===== src/rtl/uart_tx_fifo_feeder.sv =====
// Byte FIFO feeding a UART transmitter through a newd/dintx/donetx handshake. A byte written
// to an empty FIFO is presented one edge later. Writes while full are dropped and set a sticky overflow flag.
module uart_tx_fifo_feeder #(
  parameter int DEPTH = 16
) (
  input  logic                       clk,
  input  logic                       rst,
  input  logic                       wr_en,
  input  logic [7:0]                 wr_data,
  output logic                       full,
  output logic                       empty,
  output logic [$clog2(DEPTH):0]     level,
  output logic                       overflow,
  output logic                       newd,
  output logic [7:0]                 dintx,
  input  logic                       donetx,
  output logic                       busy,
  output logic                       sent
);

  localparam int AW = $clog2(DEPTH);

  typedef enum logic [1:0] {
    S_IDLE      = 2'd0,
    S_WAIT_DONE = 2'd1,
    S_WAIT_CLR  = 2'd2
  } state_t;

  state_t        state;
  logic [7:0]    mem [DEPTH];
  logic [AW-1:0] wr_ptr;
  logic [AW-1:0] rd_ptr;
  logic          donetx_q;
  logic          push;
  logic          pop;
  logic          rise;

  assign full  = (level == (AW+1)'(DEPTH));
  assign empty = (level == '0);
  assign busy  = (state != S_IDLE);
  assign push  = wr_en && !full;
  assign pop   = (state == S_IDLE) && !empty;
  assign rise  = donetx && !donetx_q;

  always_ff @(posedge clk) begin
    if (!rst && push) begin
      mem[wr_ptr] <= wr_data;
    end
  end

  always_ff @(posedge clk) begin
    if (rst) begin
      wr_ptr   <= '0;
      rd_ptr   <= '0;
      level    <= '0;
      overflow <= 1'b0;
      newd     <= 1'b0;
      dintx    <= 8'h00;
      sent     <= 1'b0;
      donetx_q <= 1'b0;
      state    <= S_IDLE;
    end else begin
      donetx_q <= donetx;
      sent     <= 1'b0;

      if (push) begin
        wr_ptr <= wr_ptr + AW'(1);
      end
      if (wr_en && full) begin
        overflow <= 1'b1;
      end

      if (push && !pop) begin
        level <= level + (AW+1)'(1);
      end else if (pop && !push) begin
        level <= level - (AW+1)'(1);
      end

      case (state)
        S_IDLE: begin
          if (pop) begin
            dintx  <= mem[rd_ptr];
            rd_ptr <= rd_ptr + AW'(1);
            newd   <= 1'b1;
            state  <= S_WAIT_DONE;
          end
        end
        S_WAIT_DONE: begin
          // A donetx level already high on entry is not an acknowledge; only a fresh edge counts.
          if (rise) begin
            newd  <= 1'b0;
            sent  <= 1'b1;
            state <= S_WAIT_CLR;
          end
        end
        S_WAIT_CLR: begin
          if (!donetx) begin
            state <= S_IDLE;
          end
        end
        default: begin
          newd  <= 1'b0;
          state <= S_IDLE;
        end
      endcase
    end
  end

endmodule


===== config.mk =====
export PLATFORM = sky130hd
export DESIGN_NAME = uart_tx_fifo_feeder
export DESIGN_NICKNAME = d
export VERILOG_FILES = /design/src/rtl/uart_tx_fifo_feeder.sv
export SDC_FILE = /design/constraint.sdc
export NUM_CORES = 1
export LEC_CHECK = 0
export ABC_AREA = 1
export BUFFER_PORTS_ARGS = -buffer_cell sky130_fd_sc_hd__buf_2
export CAP_MARGIN = 5
export CORE_AREA = 10 10 124 126
export CTS_BUF_LIST = sky130_fd_sc_hd__clkbuf_4
export CTS_CLUSTER_DIAMETER = 40
export DETAILED_ROUTE_END_ITERATION = 10
export DIE_AREA = 0 0 134 136
export PLACE_DENSITY = 0.75
export SETUP_SLACK_MARGIN = 0.02
export SYNTH_ARGS = -nofsm -noshare
export SYNTH_HDL_FRONTEND = slang
export SYNTH_SLANG_ARGS = --single-unit

===== constraint.sdc =====
create_clock -name clk -period 2.8 [get_ports clk]
set_clock_uncertainty 0.2 [all_clocks]
set_input_delay 0.42 -clock clk [delete_from_list [all_inputs] [get_ports clk]]
set_output_delay 0.42 -clock clk [all_outputs]
set_load 0.02 [all_outputs]

=== After elaboration in Yosys (flattened, before gate mapping) ===
Memory sizes are Yosys's and may differ from the RTL's. A register that Yosys moved wholly into a read port is not among the register bits.
Index checks and enable logic that the tools add are counted.

* Reduce and logical (&&, ||, !) cells: 21
* Mux-type cells: 12
* Equal/unequal tests: 6
* $add $sub $neg: 4
* Bitwise gates (word level): 2

{| class="wikitable"
|+ Operator list
! cell !! number
|-
| 2-to-1 mux 5 bit || 2
|-
| adder 4 x 1 -> 4 bit (second input constant) || 2
|-
| logical AND 1 bit || 7
|-
| logical NOT 1 bit || 6
|-
| 2-to-1 mux 2 bit || 3
|-
| != test 2 bit (second input constant) || 3
|-
| case mux 2 bit (3 select lines) || 1
|-
| AND reduction 3 bit || 2
|-
| adder 5 x 1 -> 5 bit (second input constant) || 1
|-
| == test 5 bit (second input constant) || 1
|-
| logical NOT 5 bit || 1
|-
| 2-to-1 mux 1 bit || 5
|-
| subtractor 5 x 1 -> 5 bit (second input constant) || 1
|-
| nonzero test 2 bit || 2
|-
| case mux 1 bit (3 select lines) || 1
|-
| == test 2 x 1 -> 1 bit (second input constant) || 1
|-
| == test 2 bit (second input constant) || 1
|-
| logical NOT 2 bit || 1
|-
| inverter 1 bit || 2
|-
| AND reduction 2 bit || 1
|-
| OR reduction 2 bit || 1
|}

* Output and inout port bits: 19
* Memory bits (writable): 128
* Register bits: 19
* Bits of input ports: 12
* Memories: 1

{| class="wikitable"
|+ Memories
! name !! depth !! width !! rd ports !! clocked after memory_dff !! write ports !! line !! source
|-
| mem || 16 || 8 || 1 || 1 || 1 || 30 || <nowiki>logic [7:0] mem [DEPTH];</nowiki>
|}

=== Logic depth before layout (Yosys ltp) ===
Gate-level depths: netlist of run 1.

* Depth after elaboration: 7
* Gate-level depth with buffers: 12

=== Worst setup path after synthesis of run 1 ===
No wires, ideal clock.

* Path type: reg-to-reg
* Start point: register level[1]
* End point: register level[3]
* Slack: 0.439 ns
* Required time: 2.485 ns
* Library setup time: 0.115 ns
* Arrival: 2.045 ns
* Period minus slack after synthesis: 2.361 ns
* Buffers on the path: 0
* Cell stages (with the launch flop): 13
* Cell sequence: dfxtp_1 -> inv_1 -> nand4_1 -> nand2_1 -> inv_2 -> ha_1 -> inv_1 -> ha_1 -> a21oi_1 -> nand2_1 -> xor2_1 -> o21ai_0 -> inv_1

* Word-level cells in the longest chain between the ends: 6
* Elaborated cells on any way between the ends: 15
* Those cells by class: add/sub (2); eq/ne (1); mux (2); reduce/logical (10)

{| class="wikitable"
|+ Ends and longest elaborated chain
! what !! line !! source
|-
| from (decl) || 12 || <nowiki>output logic [$clog2(DEPTH):0] level,</nowiki>
|-
| from (signal assigned) || 74 || <nowiki>level <= level + (AW+1)'(1);</nowiki>
|-
| from (signal assigned) || 76 || <nowiki>level <= level - (AW+1)'(1);</nowiki>
|-
| == test 5 bit * || 38 || <nowiki>assign full = (level == (AW+1)'(DEPTH));</nowiki>
|-
| logical NOT 1 bit * || 41 || <nowiki>assign push = wr_en && !full;</nowiki>
|-
| logical AND 1 bit * || 41 ||
|-
| via push || 34 || <nowiki>logic push;</nowiki>
|-
| logical NOT 1 bit || 75 || <nowiki>end else if (pop && !push) begin</nowiki>
|-
| logical AND 1 bit || 75 ||
|-
| nonzero test 2 bit (no line) || n/a ||
|}

Mark *: on every way through the listed nets, which the timed path passes. The rest lies on a longest branch. The select of a mux whose other input is x is not followed.
A chain may end at the register's enable or synchronous reset.

=== Worst setup path in the final report of run 1 ===
* Start point: register level[1]
* End point: register level[4]

Same word-level chain as after synthesis.

==> results.md, run 1 <==
Status:
- The flow ran to the end, and the final reports show no timing, DRC or antenna violations.

Pwr:
- The leakage power is 3.16 nW.
- The post-layout total power is 6.28 mW.
- Power spread over the standard cell area amounts to 853 nW/um^2.
- The worst-case IR drop observed on VDD is 0.442 mV.

Logic synthesis:
- By area the synthesized netlist is led by sky130_fd_sc_hd__edfxtp_1 57%, sky130_fd_sc_hd__nand2_1 12%, sky130_fd_sc_hd__dfxtp_1 8.0%.
- Sequential elements use 65.0% of the synthesized area.
- Synthesis handed over a netlist of 686 instances.
- The number of distinct standard cells referenced by the synthesized netlist is 23.
- The cell taking the most area after synthesis is sky130_fd_sc_hd__edfxtp_1.
- Dividing the synthesized area by the synthesized cell count gives 9.83 um^2.
- The mapped netlist covers 6750 um^2.
- The synthesized design devotes to its leading area cell type 57.0% of total area.
- Counting every net in the synthesized netlist gives 709.
- The flip-flop and latch count after synthesis is 155.
- The number of warnings reported in the yosys synthesis log is 0.

Critical path:
- The type of the worst setup path is reg -> reg.
- Traced cell by cell, the critical path runs through inv_1 -> nand4_1 -> nand2_1 -> inv_2 -> ha_1 -> inv_1 -> ha_1 -> nand2_1 -> o21ai_0 -> xor2_1 -> nand2_1 -> a21oi_1.
- STA puts the critical path data required time at 3.10 ns.
- The cell occurring most often along the worst timing path is sky130_fd_sc_hd__nand2_1.
- For this design, the slowest cell found on the critical path is sky130_fd_sc_hd__dfxtp_1.
- The kind of cell adding the most delay to the critical path is adder cells.
- The critical path arrival is 2.80 ns.
- In this run the worst path has a maximum fanout of 7.
- For this run, the slowest stage of the critical path takes 0.40 ns.
- The setup check on the worst reg-to-reg path leaves a slack of 0.30 ns.
- The kind of end point of the critical path is a flop.
- STA classifies the critical path startpoint as a flop.
- The number of buffers and inverters on the critical path is 3.

Detailed routing:
- The first detailed-routing pass took 6 iterations.
- Dividing the detail-routed wire length by the instance count gives 16.1 um.
- Once detail routing completed, the nets flagged for antenna violations numbered 0.
- The violation count after the first detailed-route iteration is 411.
- In the routed layout, each cell is associated on average with a via count of 5.10.
- The detailed router placed 4639 vias in this run.
- The total length of routed wires is 14.6 mm.
- The remaining routing DRC violations is 0.

STA:
- The minimum clock period after layout is 2.50 ns.
- The tightest hold path in the finished design has a slack of 0.0622 ns.
- The pin slew with the least headroom to its limit is 0.713 ns.
- Setup violations remaining at the end of the flow were counted as 0.
- The final count of pins violating max slew came to 0.
- The highest clock frequency the design can meet is 0.400 GHz.
- The number of hold-slack violations in the final timing report is 0.
- The period utilization is 89.2%.
- The total negative setup slack is 0 ns.
- Setup repair after global routing left no endpoint under its margin.
- Headroom to the max-slew limit came out at 52.3%.

Global route:
- The via count of the first global-routing pass is 4680.
- The total congestion overflow is 0.
- The number of antenna violations at the first check in global routing was 0.
- The first-pass GRT wire length is 23.8 mm.
- The maximum number of pins on one net before global-route repair is 67.
- For this run, the total global-route usage over all layers was measured as 16.8%.

Final layout:
- Once layout is done, the placed cells without fillers occupy 7360 um^2.
- Leaving out fill and tap cells, the most frequent cell in the layout is sky130_fd_sc_hd__nand2_1.
- The combined area of the multi-input logic cells is 1840 um^2.
- The number of antenna repair diodes is 0.
- The growth of design area from synthesis to finish is 9.14%.
- The total of fill cells in the finished design is 1111.
- The final layout net count is 743.
- The sequential cell area is 4390 um^2.
- The fraction of layout instances using a drive strength above 1 is 10.8%.
- The library cells used most frequently in the layout, excluding fill and tap cells, are 218 x sky130_fd_sc_hd__nand2_1, 128 x sky130_fd_sc_hd__edfxtp_1, 98 x sky130_fd_sc_hd__nand3_1.

Place:
- The total of buffers placed on input and output ports is 30.
- The instance area at placement is 7050 um^2.
- The final HPWL from detailed placement is 9.65 mm.
- At the end of routability-driven placement, the weighted congestion stood at 0.885.

CTS:
- Counting every sink on the clock net gives 155.
- Clock tree synthesis inserted a total of 17 buffers.
- The CTS tree is done.
- In this run the deepest clock path goes through 2 buffers.
- Once the clock tree was built, the resizer swapped 0 gates to a different size.
- The cell sitting at the root of the clock tree is a sky130_fd_sc_hd__clkbuf_4.
- The H-tree was split into 4 levels.
- The clock-pin slew on the worst setup and hold paths is 0.13 ns.
- At the later pin of the worst-skew pair, clock insertion delay measures 0.55 ns.
- Buffers added to address setup during post-CTS repair amount to 0.

Die:
- During I/O placement, the number of pins put on the boundary was 31.
- The die area is 18200 um^2.
- From bottom edge to top edge, the die measures 136 um.
- The overall die width is 134 um.
- The floorplan core area is 13000 um^2.
- The initialized floorplan defines 42 standard-cell rows.
- For this configuration, the core starts out at a cell density of 52.0%.

Min path:
- In this run the worst hold path is classified as in -> reg.

Job:
- Max-cap violations in this run came to 0.
==> cell usage after synthesis <==
| library cell | instances |
|---|---|
| sky130_fd_sc_hd__fa_1 | 1 |
| sky130_fd_sc_hd__o21ai_0 | 11 |
| sky130_fd_sc_hd__dfxtp_1 | 27 |
| sky130_fd_sc_hd__inv_1 | 88 |
| sky130_fd_sc_hd__xnor2_1 | 2 |
| sky130_fd_sc_hd__a21oi_1 | 17 |
| sky130_fd_sc_hd__buf_4 | 8 |
| sky130_fd_sc_hd__nand4_1 | 1 |
| sky130_fd_sc_hd__nor2_1 | 42 |
| sky130_fd_sc_hd__nand2_1 | 218 |
| sky130_fd_sc_hd__ha_1 | 10 |
| sky130_fd_sc_hd__clkinv_1 | 2 |
| sky130_fd_sc_hd__nand2_2 | 1 |
| sky130_fd_sc_hd__buf_6 | 2 |
| sky130_fd_sc_hd__clkbuf_1 | 5 |
| sky130_fd_sc_hd__buf_1 | 1 |
| sky130_fd_sc_hd__inv_2 | 5 |
| sky130_fd_sc_hd__xor2_1 | 4 |
| sky130_fd_sc_hd__nor2_2 | 1 |
| sky130_fd_sc_hd__nand3_1 | 98 |
| sky130_fd_sc_hd__buf_2 | 13 |
| sky130_fd_sc_hd__edfxtp_1 | 128 |
| sky130_fd_sc_hd__nand4_2 | 1 |
==> what timing repair did <==
action / 4_1_cts / 5_1_grt
endpoints found under the hold margin: 3 / 0
setup endpoints to repair: 0 / 0
hold buffers: 2 / 0
==> metal layers <==
| metal | vias up | wire [um] | GRT usage (%) |
|---|---|---|---|
| met3 | 40 | 977 | 3.69 |
| met1 | 2136 | 5840 | 19.7 |
| met2 | 170 | 7400 | 29.0 |
| li1 | 2293 | - | - |
| met5 | - | 0 | 0 |
| met4 | 0 | 413 | 7.56 |
==> cells by family after synthesis <==
logic type	synth area share [%]
flip-flops	65.0
adder cells (fa/ha/maj)	2.15
buffers and inverters	7.81
AO/OA/AOI/OAI	2.08
XOR/XNOR	0.779
AND/OR/NAND/NOR	22.2
==> where the power goes <==
group / internal, mW / leakage (nW) / switching, mW
combinational: 0.662 / 1.63 / 1.52
sequential: 2.63 / 1.38 / 0.0882
clock: 0.628 / 0.149 / 0.753
==> per-stage QoR <==
| step | setup WS (ns) | utilization (%) | std cells |
|---|---|---|---|
| 6_report | 0.301 | 56.7 | 909 |
| 5_1_grt | 0.0747 | 56.7 | 909 |
| 4_1_cts | 0.317 | 56.7 | 909 |
| 3_5_place_dp | 0.357 | 54.3 | 875 |
| 3_3_place_gp | 0.404 | 54.3 | 875 |
| 2_1_floorplan | 0.439 | - | 686 |
==> final timing paths <==
kind | from | end | depth (start not counted)
setup / recovery | level[1] | level[4] | 12
hold / removal | rst | overflow | 2
setup reg to reg | level[1] | level[4] | 12
hold reg to reg | newd | newd | 2
==> final cells by class <==
cell class	instances	area share (%)
inverters	95	4.84
clock inverters	13	2.04
repair buffers	44	3.70
flip-flops and latches	155	59.6
well taps	176	2.99
clock buffers	19	1.94
multi-input cells	407	24.9
==> registers in the layout, summed over array words and instances (netlist names) <==
name      cells
mem         128
wr_ptr        4
level         5
dintx         8
rd_ptr        4
sent          1
newd          1
state         2
overflow      1
donetx_q      1
No activity file was read; power rests on OpenSTA's default activity.
==> inputs of run 2 (changes only) <==
CORE_AREA = 10 10 150 152   (was 10 10 124 126)
DIE_AREA = 0 0 160 162   (was 0 0 134 136)
PLACE_DENSITY = 0.55   (was 0.75)
==> run 2 against run 1 <==
  * Highest routed layer unchanged
  * Die area rose by 42%
  * Fmax rose by 2.8%
  * Critical path depth did not move
  * Via count fell by 2.7%
  * Utilization fell by 18 points
  * Clock power rose by 4%
  * Cell count rose by 12%
  * Global-route usage fell by 4.4 points
  * Non-clock buffer count rose by 16
  * Clock-buffer cell count fell by 2
  * Critical path type unchanged
  * Sequential power barely moved
  * Total power rose by 1.4%
==> results.md, run 2 (synthesis gave the netlist of run 1 again) <==
Status:
- Run status: finished clean (unchanged).

STA:
- The number of hold-slack violations in the final timing report was 0 (unchanged).
- The number of setup violations in the final report is 0 (unchanged).
- The final count of pins violating max slew was 0 (unchanged).
- The highest clock frequency the design can meet is 0.412 GHz (was 0.400 GHz).
- The pin slew with the least headroom to its limit is 0.422 ns (was 0.713 ns).
- The normalized max-slew margin was 71.9% (was 52.3%).
- The period utilization is 86.8% (was 89.2%).
- The minimum clock period after layout was 2.43 ns (was 2.50 ns).
- The total negative setup slack is 0 ns (unchanged).
- Unrepaired setup endpoints after global routing: false (unchanged).

CTS:
- The number of buffers inserted during clock tree synthesis came to 17 (unchanged).
- The master cell of the clock root buffer is sky130_fd_sc_hd__clkbuf_4 (unchanged).
- The clock-pin slew on the worst setup and hold paths is 0.14 ns (was 0.13 ns).
- The total number of clock tree sinks was 155 (unchanged).
- The maximum level of the CTS H-tree is 4 (unchanged).
- The buffer depth of the longest clock path came to 2 (unchanged).
- The CTS tree is done (unchanged).
- The latest clock arrival within the worst-skew pair came to 0.56 ns (was 0.55 ns).

Critical path:
- The startpoint type of the worst setup path was a flop (unchanged).
- The worst path required time was 3.10 ns (about the same).
- The kind of end point of the critical path was a flop (unchanged).
- The largest fanout of any net on the critical path was 7 (unchanged).
- The worst-case register-to-register setup slack is 0.37 ns (was 0.30 ns).
- The critical path arrival is 2.73 ns (was 2.80 ns).
- The type of the worst setup path was reg -> reg (unchanged).
- The endpoint of the most critical register-to-register path was level[4] (unchanged).
- The count of cells along the worst register-to-register path is 12 (unchanged).
- The source of the worst register-to-register timing path is level[1] (unchanged).

Final layout:
- The number of antenna repair diodes came to 0 (unchanged).
- The final layout net count is 759 (was 743).
- The most common cell after layout, fill and taps aside is sky130_fd_sc_hd__nand2_1 (unchanged).
- The total of fill cells in the finished design is 1977 (was 1111).
- Top flop regs: mem (128), dintx (8), level (5) (unchanged).
- The most flop-heavy register is mem (unchanged).
- Top library cells by usage in the layout, fill and taps aside: 218 x sky130_fd_sc_hd__nand2_1, 128 x sky130_fd_sc_hd__edfxtp_1, 98 x sky130_fd_sc_hd__nand3_1 (unchanged).
- The flip-flop count of the largest register after layout was 128 (unchanged).
- The fraction of layout instances using a drive strength above 1 is 13.2% (was 10.8%).
- The growth of design area from synthesis to finish came to 12.7% (was 9.14%).

Pwr:
- The worst supply voltage drop on vdd is 0.327 mV (was 0.442 mV).
- The leakage power was 3.25 nW (was 3.16 nW).
- The cell area power density is 837 nW/um^2 (was 853 nW/um^2).
- The post-layout total power is 6.37 mW (was 6.28 mW).

Global route:
- The via count of the first global-routing pass was 4524 (was 4680).
- The global-route usage over all layers is 12.4% (was 16.8%).
- The first-pass GRT wire length is 24.9 mm (was 23.8 mm).
- The number of antenna violations at the first check in global routing is 0 (unchanged).
- The total congestion overflow is 0 (unchanged).
- The maximum number of pins on one net before global-route repair is 67 (unchanged).

Detailed routing:
- The total length of routed wires is 15.5 mm (was 14.6 mm).
- The number of nets with antenna violations after routing is 0 (unchanged).
- The first-pass iteration count of the detailed router came to 4 (was 6).
- The routed length per instance is 15.2 um (was 16.1 um).
- The violation count after the first detailed-route iteration is 288 (was 411).
- The routed via count is 4516 (was 4639).
- The via-per-instance ratio is 4.45 (was 5.10).
- The remaining routing DRC violations was 0 (unchanged).

Job:
- The max-cap violation count was 0 (unchanged).

Place:
- The total of buffers placed on input and output ports is 30 (unchanged).
- The routability congestion estimate from global placement is 0.778 (was 0.885).
- The final HPWL from detailed placement is 9.75 mm (was 9.65 mm).

Die:
- The overall die height is 162 um (was 136 um).
- The die area is 25900 um^2 (was 18200 um^2).
- The overall die width is 160 um (was 134 um).
- The starting density of the core came to 34.8% (was 52.0%).
- The row count is 51 (was 42).
- The number of ports placed on the die boundary was 31 (unchanged).
- The floorplan core area is 19400 um^2 (was 13000 um^2).

Min path:
- The endpoint with the worst hold slack is mem[12][2] (was overflow).
- The type of the tightest min-delay check is in -> reg (unchanged).
- The startpoint of the tightest hold check path is wr_data[2] (was rst).
- The worst hold path stage count is 1 (was 2).
-- run 2: changes by cell type in the layout (fill, tap and decap cells not counted) --
cell and delta:
sky130_fd_sc_hd__buf_4 +16, sky130_fd_sc_hd__clkbuf_4 -2, sky130_fd_sc_hd__clkinv_2 +3, sky130_fd_sc_hd__inv_6 -1
sky130_fd_sc_hd__clkinv_1 -4, sky130_fd_sc_hd__clkinv_4 +4
-- run 2: area by class of cell --
cell class	instances	area, um^2	area share (%)
Clock buffer	17	128	1.68
Timing Repair Buffer	60	393	5.17
Multi-Input combinational cell	407	1840	24.1
Inverter	95	357	4.69
Tap cell	265	332	4.36
Sequential cell	155	4390	57.7
Clock inverter	15	176	2.32
-- run 2: power breakdown --
group | switching (mW) | total [mW] | internal [mW]
Combinational | 1.54 | 2.22 | 0.684
Clock | 0.813 | 1.43 | 0.617
Sequential | 0.0864 | 2.71 | 2.63
-- run 2: critical path, cell delays in order (launching register included) --
cell and delay [ns]:
sky130_fd_sc_hd__dfxtp_1 0.39, sky130_fd_sc_hd__inv_1 0.10, sky130_fd_sc_hd__nand4_1 0.12, sky130_fd_sc_hd__nand2_1 0.14, sky130_fd_sc_hd__inv_2 0.14, sky130_fd_sc_hd__ha_1 0.23
sky130_fd_sc_hd__inv_1 0.12, sky130_fd_sc_hd__ha_1 0.34, sky130_fd_sc_hd__nand2_1 0.05, sky130_fd_sc_hd__o21ai_0 0.20, sky130_fd_sc_hd__xor2_1 0.16, sky130_fd_sc_hd__nand2_1 0.06
sky130_fd_sc_hd__a21oi_1 0.12
-- run 2: how the worst max path moves through the flow --
stage          slack [ns]  startpoint       end  cells past startpoint
4_1_cts              0.36    level[1]  level[4]                     12
3_5_place_dp         0.37    level[1]  level[4]                     12
2_1_floorplan        0.44    level[1]  level[3]                     12
5_1_grt              0.06    level[1]  level[4]                     12
3_3_place_gp         0.38    level[3]  level[3]                     12
6_report             0.37    level[1]  level[4]                     12
-- run 2: per-layer routing --
metal	share of wire [%]	up-vias	wire length (um)	global-route usage, %
met5	0	-	0	0
met4	2.3	0	348	5.18
met3	3.6	24	552	2.33
met2	50	73	7790	21.2
met1	44	2093	6760	15.1
li1	-	2326	-	-
-- run 2: repair_timing --
action                                 CTS  global route
endpoints found under the hold margin    4             0
resized for setup                        0             0
buffers inserted                         0             0
hold buffers                             2             0
-- run 2: per-stage QoR --
stage	area [um^2]	utilization (%)	std cells	worst slack [ns]	hold slack [ns]
finish	7610	39.2	1014	0.370	0.0562
detailed placement	7280	37.5	980	0.372	0.263
global placement	7280	37.5	980	0.378	0.245
CTS	7610	39.2	1014	0.360	0.0257
global route	7610	39.2	1014	0.0565	0.0122
floorplan	6750	-	686	0.439	0.272
